`src/rtl/reg_scoreboard_if.sv`:
```
// rtl/reg_scoreboard_if.sv - ID/EX/WB signal bundle for the pending-write scoreboard
// Stats signals exist only when SCOREBOARD_STATS_EN is defined.
interface reg_scoreboard_if #(
  parameter int NREGS = 32
);
  logic             id_valid;
  logic [4:0]       id_rs1;
  logic [4:0]       id_rs2;
  logic             id_use_rs1;
  logic             id_use_rs2;
  logic [4:0]       id_rd;
  logic             id_long_wr;
  logic             id_fire;
  logic             flush_ex;
  logic [4:0]       wb_rd;
  logic             wb_long_wr;
  logic             stall;
  logic [NREGS-1:0] busy_mask;
`ifdef SCOREBOARD_STATS_EN
  logic [31:0]      stall_cycles;
  logic [15:0]      waw_stalls;

  modport master (
    output id_valid, id_rs1, id_rs2, id_use_rs1, id_use_rs2, id_rd, id_long_wr, id_fire,
    output flush_ex, wb_rd, wb_long_wr,
    input  stall, busy_mask, stall_cycles, waw_stalls
  );
  modport slave (
    input  id_valid, id_rs1, id_rs2, id_use_rs1, id_use_rs2, id_rd, id_long_wr, id_fire,
    input  flush_ex, wb_rd, wb_long_wr,
    output stall, busy_mask, stall_cycles, waw_stalls
  );
`else
  modport master (
    output id_valid, id_rs1, id_rs2, id_use_rs1, id_use_rs2, id_rd, id_long_wr, id_fire,
    output flush_ex, wb_rd, wb_long_wr,
    input  stall, busy_mask
  );
  modport slave (
    input  id_valid, id_rs1, id_rs2, id_use_rs1, id_use_rs2, id_rd, id_long_wr, id_fire,
    input  flush_ex, wb_rd, wb_long_wr,
    output stall, busy_mask
  );
`endif
endinterface

```
`src/rtl/reg_scoreboard.sv`:
```
// rtl/reg_scoreboard.sv - per-register pending long-latency write scoreboard with RAW/WAW stall
// Optional stall statistics counters are enabled by defining SCOREBOARD_STATS_EN.
module reg_scoreboard #(
  parameter int NREGS = 32,
  parameter int CNT_W = 2
) (
  input logic              clk,
  input logic              rst_n,
  reg_scoreboard_if.slave  sb
);
  localparam logic [CNT_W-1:0] CNT_MAX = '1;
  localparam logic [CNT_W-1:0] CNT_ONE = CNT_W'(1);

  logic [CNT_W-1:0] cnt_q [NREGS];
  logic [CNT_W-1:0] cnt_d [NREGS];
  logic [CNT_W:0]   up_w [NREGS];
  logic [CNT_W:0]   down_w [NREGS];
  logic [CNT_W:0]   diff_w [NREGS];
  logic [NREGS-1:0] underflow;
  logic [NREGS-1:0] busy;
  logic             ex_v_q, ex_v_d;
  logic [4:0]       ex_rd_q, ex_rd_d;
  logic             fire_long, wb_clr, fl_clr;
  logic             raw1, raw2, waw_full, stall_w;

  assign fire_long = sb.id_fire & sb.id_long_wr & (sb.id_rd != 5'd0);
  assign wb_clr    = sb.wb_long_wr & (sb.wb_rd != 5'd0);
  assign fl_clr    = sb.flush_ex & ex_v_q;

  // Issue, WB retire and EX squash are netted per register; the result is clamped to [0, max].
  always_comb begin
    for (int r = 0; r < NREGS; r++) begin
      up_w[r]      = {1'b0, cnt_q[r]} + {{CNT_W{1'b0}}, (fire_long & (sb.id_rd == 5'(r)))};
      down_w[r]    = {{CNT_W{1'b0}}, (wb_clr & (sb.wb_rd == 5'(r)))}
                   + {{CNT_W{1'b0}}, (fl_clr & (ex_rd_q == 5'(r)))};
      diff_w[r]    = up_w[r] - down_w[r];
      underflow[r] = (up_w[r] < down_w[r]);
      cnt_d[r]     = diff_w[r][CNT_W-1:0];
      if (r == 0 || underflow[r]) begin
        cnt_d[r] = '0;
      end else if (diff_w[r] > {1'b0, CNT_MAX}) begin
        cnt_d[r] = CNT_MAX;
      end
      busy[r] = (r != 0) && (cnt_q[r] != '0);
    end
  end

  // Flush squashes only the entry already in EX; a same-cycle issue still occupies EX.
  assign ex_v_d  = fire_long;
  assign ex_rd_d = sb.id_rd;

  function automatic logic raw_hit(input logic use_s, input logic [4:0] s);
    return use_s && (s != 5'd0) && (cnt_q[s] != '0)
           && !(wb_clr && (sb.wb_rd == s) && (cnt_q[s] == CNT_ONE));
  endfunction

  assign raw1     = raw_hit(sb.id_use_rs1, sb.id_rs1);
  assign raw2     = raw_hit(sb.id_use_rs2, sb.id_rs2);
  assign waw_full = sb.id_long_wr && (sb.id_rd != 5'd0) && (cnt_q[sb.id_rd] == CNT_MAX)
                    && !(wb_clr && (sb.wb_rd == sb.id_rd));
  assign stall_w  = rst_n & sb.id_valid & (raw1 | raw2 | waw_full);

  assign sb.stall     = stall_w;
  assign sb.busy_mask = busy;

  always_ff @(posedge clk) begin
    if (!rst_n) begin
      for (int r = 0; r < NREGS; r++) cnt_q[r] <= '0;
      ex_v_q  <= 1'b0;
      ex_rd_q <= 5'd0;
    end else begin
      for (int r = 0; r < NREGS; r++) cnt_q[r] <= cnt_d[r];
      ex_v_q  <= ex_v_d;
      ex_rd_q <= ex_rd_d;
    end
  end

  // Retiring or squashing a write that was never tracked is a pipeline protocol error.
  always_ff @(posedge clk) begin
    if (rst_n) begin
      assert (underflow == '0);
    end
  end

`ifdef SCOREBOARD_STATS_EN
  logic [31:0] stall_cycles_q, stall_cycles_d;
  logic [15:0] waw_stalls_q, waw_stalls_d;

  assign stall_cycles_d = stall_w ? stall_cycles_q + 32'd1 : stall_cycles_q;
  assign waw_stalls_d   = (stall_w && waw_full && (waw_stalls_q != 16'hFFFF))
                          ? waw_stalls_q + 16'd1 : waw_stalls_q;

  always_ff @(posedge clk) begin
    if (!rst_n) begin
      stall_cycles_q <= 32'd0;
      waw_stalls_q   <= 16'd0;
    end else begin
      stall_cycles_q <= stall_cycles_d;
      waw_stalls_q   <= waw_stalls_d;
    end
  end

  assign sb.stall_cycles = stall_cycles_q;
  assign sb.waw_stalls   = waw_stalls_q;
`endif
endmodule
```
`src/flat_wrapper.sv`:
```
// flat-port wrapper written by rule: the top's interface ports become plain ports
module reg_scoreboard_flat 
#(
  parameter int NREGS = 32,
  parameter int CNT_W = 2
)
  (clk, rst_n, sb_id_valid, sb_id_rs1, sb_id_rs2, sb_id_use_rs1, sb_id_use_rs2, sb_id_rd, sb_id_long_wr, sb_id_fire, sb_flush_ex, sb_wb_rd, sb_wb_long_wr, sb_stall, sb_busy_mask);
  reg_scoreboard_if #(.NREGS(NREGS)) sb_i ();
  input logic clk;
  input logic rst_n;
  input wire logic [$bits(sb_i.id_valid)-1:0] sb_id_valid;
  input wire logic [$bits(sb_i.id_rs1)-1:0] sb_id_rs1;
  input wire logic [$bits(sb_i.id_rs2)-1:0] sb_id_rs2;
  input wire logic [$bits(sb_i.id_use_rs1)-1:0] sb_id_use_rs1;
  input wire logic [$bits(sb_i.id_use_rs2)-1:0] sb_id_use_rs2;
  input wire logic [$bits(sb_i.id_rd)-1:0] sb_id_rd;
  input wire logic [$bits(sb_i.id_long_wr)-1:0] sb_id_long_wr;
  input wire logic [$bits(sb_i.id_fire)-1:0] sb_id_fire;
  input wire logic [$bits(sb_i.flush_ex)-1:0] sb_flush_ex;
  input wire logic [$bits(sb_i.wb_rd)-1:0] sb_wb_rd;
  input wire logic [$bits(sb_i.wb_long_wr)-1:0] sb_wb_long_wr;
  output wire logic [$bits(sb_i.stall)-1:0] sb_stall;
  output wire logic [$bits(sb_i.busy_mask)-1:0] sb_busy_mask;
  assign sb_i.id_valid = sb_id_valid;
  assign sb_i.id_rs1 = sb_id_rs1;
  assign sb_i.id_rs2 = sb_id_rs2;
  assign sb_i.id_use_rs1 = sb_id_use_rs1;
  assign sb_i.id_use_rs2 = sb_id_use_rs2;
  assign sb_i.id_rd = sb_id_rd;
  assign sb_i.id_long_wr = sb_id_long_wr;
  assign sb_i.id_fire = sb_id_fire;
  assign sb_i.flush_ex = sb_flush_ex;
  assign sb_i.wb_rd = sb_wb_rd;
  assign sb_i.wb_long_wr = sb_wb_long_wr;
  assign sb_stall = sb_i.stall;
  assign sb_busy_mask = sb_i.busy_mask;
  reg_scoreboard #(.NREGS(NREGS), .CNT_W(CNT_W)) u_core (.clk(clk), .rst_n(rst_n), .sb(sb_i));
endmodule
```
`config.mk`:
```
export PLATFORM = sky130hd
export DESIGN_NAME = reg_scoreboard_flat
export DESIGN_NICKNAME = d
export VERILOG_FILES = /design/src/rtl/reg_scoreboard_if.sv /design/src/rtl/reg_scoreboard.sv /design/src/flat_wrapper.sv
export SDC_FILE = /design/constraint.sdc
export NUM_CORES = 1
export LEC_CHECK = 0
export ABC_AREA = 0
export ABC_CLOCK_PERIOD_IN_PS = 2490
export CAP_MARGIN = 20
export CORE_MARGIN = 3
export CORE_UTILIZATION = 25
export DETAILED_ROUTE_END_ITERATION = 12
export PLACE_DENSITY_LB_ADDON = 0.05
export SKIP_LAST_GASP = 1
export SLEW_MARGIN = 20
export SYNTH_ARGS = -nofsm -noshare
export SYNTH_HDL_FRONTEND = slang
export SYNTH_SLANG_ARGS = --single-unit
```
`constraint.sdc`:
```
create_clock -name clk -period 2.49 [get_ports clk]
set_clock_uncertainty 0.05 [all_clocks]
set_input_delay 0.3735 -clock clk [delete_from_list [all_inputs] [get_ports clk]]
set_output_delay 0.3735 -clock clk [all_outputs]
set_load 0.005 [all_outputs]
```
; ---- Yosys cells after proc, flatten, opt, wreduce, memory -nomap -nowiden
; Memory sizes are Yosys's and may differ from the RTL's.
; Cells that the tools add are included.
[word_totals]
regBits = 6
latch_bits = 0
ramBits = 64
mem_bits_ro = 0
in_bits = 29
output_inout_bits = 33
wordCells = 540
mem_count = 1
[memory_table]
columns = memory, depth, word_bits, read_ports, rd_ports_with_merged_regs, write_ports, line_no
row1 = u_core.cnt_q, 32, 2, 34, 0, 32, reg_scoreboard.sv:14  ; logic [CNT_W-1:0] cnt_q [NREGS];
[op_classes]
addsub = 93
n_mul = 0
div_mod_pow = 0
order_cmp = 62
n_eq_ne = 99
n_shift = 0
muxes = 96
n_bitwise = 133
n_reduce_logical = 54
[ops]
columns = cell, n
row1 = $eq A5 B5 Y1 const B, 48
row2 = $mux W2, 94
row3 = $eq A5 B4 Y1 const B, 24
row4 = $and A1 B1 Y1, 99
row5 = $add A2 B1 Y3, 31
row6 = $gt A3 B2 Y1 const B, 31
row7 = $lt A3 B3 Y1, 31
row8 = $sub A3 B3 Y3, 31
row9 = $reduce_bool A2 Y1, 33
row10 = $add A1 B1 Y2, 31
row11 = $eq A5 B3 Y1 const B, 12
row12 = $or A1 B1 Y1, 34
row13 = $eq A5 B2 Y1 const B, 6
row14 = $reduce_bool A5 Y1, 4
row15 = $eq A5 B1 Y1 const B, 3
row16 = $eq A5 B5 Y1, 3
row17 = $logic_and A1 B1 Y1, 14
row18 = $eq A2 B1 Y1 const B, 2
row19 = $logic_not A1 Y1, 3
row20 = $eq A2 B2 Y1 const B, 1
row21 = $mux W1, 2

; ---- Depth between registers and ports, before layout
; Gate-level depths: netlist of run 1.
[logic_depth]
word_depth = 9
mapped_depth = 12
depth_no_buf = 10

; ---- Worst setup path before layout of run 1
; No wires, ideal clock.
[synth_path]
path_type = input to register
start = in sb_id_rd[1]
end = mem u_core.cnt_q[1][0]
setup_time_ns = 0.121
arrival_ns = 2.464
t_required_ns = 2.319
setup_slack_ns = -0.146
path_stages = 12
path_buffers = 4
cell_sequence = clkbuf_2 > buf_6 > buf_2 > nand2b_1 > clkbuf_1 > nor2_1 > ha_1 > ha_1 > inv_1 > fa_1 > xnor2_1 > a21oi_1
[synth_lines]
columns = element, line_no
row1 = start: declaration, flat_wrapper.sv:16  ; input wire logic [$bits(sb_i.id_rd)-1:0] sb_id_rd;
row2 = end: declaration, reg_scoreboard.sv:14

==> results of run 1 <==
-- per-layer routing --
metal  GRT usage, %  up-vias  share of wire, %
met5              0        -                 0
met4           3.00        0               1.0
met3           2.51       18               3.9
met2           30.3      131                47
met1           26.1     3728                48
li1               -     3641                 -
-- flip-flops by register name (all words and copies together) (netlist names) --
signal          flops
u_core.ex_rd_q      5
u_core.ex_v_q       1
u_core.cnt_q       62
-- worst max-delay path: stages (launching register included) --
cell and delay, ps:
dfxtp_4 370, buf_6 110, mux4_2 460, mux2i_2 200, a21oi_2 80, a311oi_2 250, nor3_1 70, o311a_1 400
buf_2 150
-- layout make-up --
cell class | count | area, um2 | area share [%]
clock buffer | 10 | 239 | 1.93
clock inverter | 6 | 87.6 | 0.707
inverter | 126 | 473 | 3.82
multi-input combinational | 672 | 6890 | 55.6
sequential | 68 | 1370 | 11.0
tap | 442 | 553 | 4.46
timing repair buffer | 310 | 2780 | 22.4
-- power by group through the flow --
stage / combinational, W / clock [W] / sequential, W
floorplan: 0.000417 / 0 / 0.00118
global placement: 0.000875 / 0 / 0.00120
detailed placement: 0.000871 / 0 / 0.00120
CTS: 0.000955 / 0.00152 / 0.00117
global route: 0.00106 / 0.00155 / 0.00118
finish: 0.000978 / 0.00147 / 0.00118
-- Yosys cell counts, types with 15 or more instances --
cell	instances
nor2_1	102
ha_1	124
mux4_2	35
o31ai_1	33
xnor2_1	38
or2_2	35
inv_1	126
fa_1	62
nor2b_1	15
a21oi_1	69
clkbuf_1	23
dfxtp_1	68
nand2_1	63
-- worst min-delay path by stage --
stage,to,slack (ps),cells past startpoint
after floorplan,u_core.ex_v_q$_SDFF_PN0_,470,2
after global placement,u_core.cnt_q[7][1]$_SDFF_PN0_,860,6
after detailed placement,u_core.cnt_q[13][0]$_SDFF_PN0_,800,5
after CTS,u_core.ex_rd_q[4]$_SDFF_PN0_,450,3
after global routing,u_core.ex_rd_q[4]$_SDFF_PN0_,480,3
final,u_core.ex_rd_q[4]$_SDFF_PN0_,460,3
-- what timing repair did --
item                                    in CTS  in global routing
cloned                                       5                  0
endpoints found under the setup margin      63                 63
buffers inserted                            14                  2
pin swaps                                   37                 32
resized for setup                          130                 93
endpoints found under the hold margin        0                  0
-- metrics by stage --
step           std cells  total power, W  instance area (um2)  setup WS [ps]  hold WS [ps]
6_report            1634         0.00362                12400           -377           461
4_1_cts             1632         0.00365                12000           -359           446
5_1_grt             1634         0.00379                12400           -415           477
2_1_floorplan        906         0.00160                 8310           5.41           472
3_5_place_dp        1597         0.00207                11100          -1020           798
3_3_place_gp        1597         0.00208                11100          -1030           859
-- cells in the final DEF (no fill, tap or decap), types with 11 or more instances in the layout --
cell type        netlist  layout
o31ai_1               33      22
ha_1                 124     104
or2_2                 35      33
fa_1                  62      51
buf_6                  4      15
xnor2_1               38      21
nor2_1               102      76
a21oi_1               69      51
dlygate4sd2_1          0      11
fa_2                   0      11
o31ai_2                0      11
mux4_2                35      35
a21oi_2                0      18
inv_1                126     124
buf_4                  1     218
dfxtp_1               68      66
nand2_1               63      50
nor2_4                 0      12
xnor2_2                0      17
buf_12                 0      13
ha_2                   0      18
clkdlybuf4s50_1        0      37
nor2_2                 0      14
-- cell families (layout without fill, tap and decap cells) --
logic type | after synthesis | in the layout | synth area share [%]
adders and majority gates | 186 | 186 | 33.6
other | 1 | 1 | 0.0452
and+or+nand+nor | 261 | 261 | 14.5
muxes | 53 | 53 | 13.1
AOI/OAI and AO/OA | 125 | 125 | 9.37
DFF | 68 | 68 | 16.4
xor gates and xnor gates | 46 | 46 | 4.85
buffers and inverters | 166 | 452 | 8.05
==> metrics, run 1 <==
actual slew at the worst max-slew pin 643 ps; worst hold start sb_id_rd[4]; Antenna Cells 0; clock slew at reported path FFs 70 ps; total track usage 18.4%; Synth area leader ha_1; Hold WC Path Type in2reg; Min Clock Period, post-route 2870 ps; maximum VDD drop 0.000306 V; fin nets 1402; largest net degree at the start of global routing 38; Detail Placement HPWL 25700 um; vias in the first global route 7873; combinational group share of total power 27.0%; post-synthesis sequential area ratio 16.4%; CP Launch Type flip-flop; GP Congestion 0.852; endpoint class of the critical path primary output; WL per Instance 19.7 um; worst setup path start u_core.cnt_q[6][0]$_SDFF_PN0_; NetSw 0.00108 W; Worst Setup Path Type reg2out; post-route DRC violation count 0; CP required 2070 ps; Seq cells post-synth 68; via count 7518; width of the die 188 um; max frequency 349 MHz; r2r startpoint u_core.ex_rd_q[4]$_SDFF_PN0_; DRT iter0 DRCs 313; relative slew slack 57.2%; top cells by area, synth ha_1, dfxtp_1, fa_1, mux4_2, inv_1; TritonCTS clock tree done; Power Density 292 nW/um2; Clock Power Share 40.5%; R2R Setup Slk 130 ps; Area growth syn-to-layout 49.3%; hold-fix buffers at CTS 0; Seq pwr share 32.5%; fraction of registers with async set/reset 0%; post-synth top area share 18.7%; CP endpoint sb_stall; # Max-Cap Violations 0; gate count after technology mapping 906; failing checks negative setup slack; Worst Setup Slack, final -377 ps; crit path DAT 2440 ps; initial antenna violation count 0; final wirelength 32200 um; Hold Fails Final Rpt 0; status finished with violations; unrepaired setup endpoints after global routing true; I/O pins 62; final setup vio count 1; syn nets 1121; number of detailed-route iterations in the first pass 7; clk sinks 68; die area 35400 um2; initial cell density of the core 25.5%; Chip Height 188 um; Post-synth top flop dfxtp_1; I/O Buffers 60; core footprint 32600 um2; total CTS buffers 9; Max Root-Sink Buffers 2; global-route wire length before repair 48500 um; sw frac 29.8%; H-tree lvl count 3; total gr overflow 0; worst r2r path cells 9; YS warnings 0; Crit Path Max Fanout 3; routed vias/inst 4.60; worst skew pair latency 350 ps; setup TNS -377 ps; Internal 0.00254 W; EDFF count, synth 0; clk root buf clkbuf_16; Leakage Power 5.43 nW; synthesized area 8300 um2; syn avg cell area 9.16 um2; fin util 38.0%; crit share post-route 115%; Final Slew Violations 0; Antenna Nets Post-Route 0; FP Rows 66; Filler cells 3335; ratio of cells with drive above 1 in the final layout 40.7%; Synth cell types 46; Reg-to-Reg End u_core.cnt_q[24][0]$_SDFF_PN0_
No activity file was read; power rests on OpenSTA's default activity.
==> run 2, diff against run 1 <==
Settings changed: HOLD_SLACK_MARGIN set to 0.06.
==> results of run 2 <==
No change in the layout: final DEF, timing and power equal those of run 1.
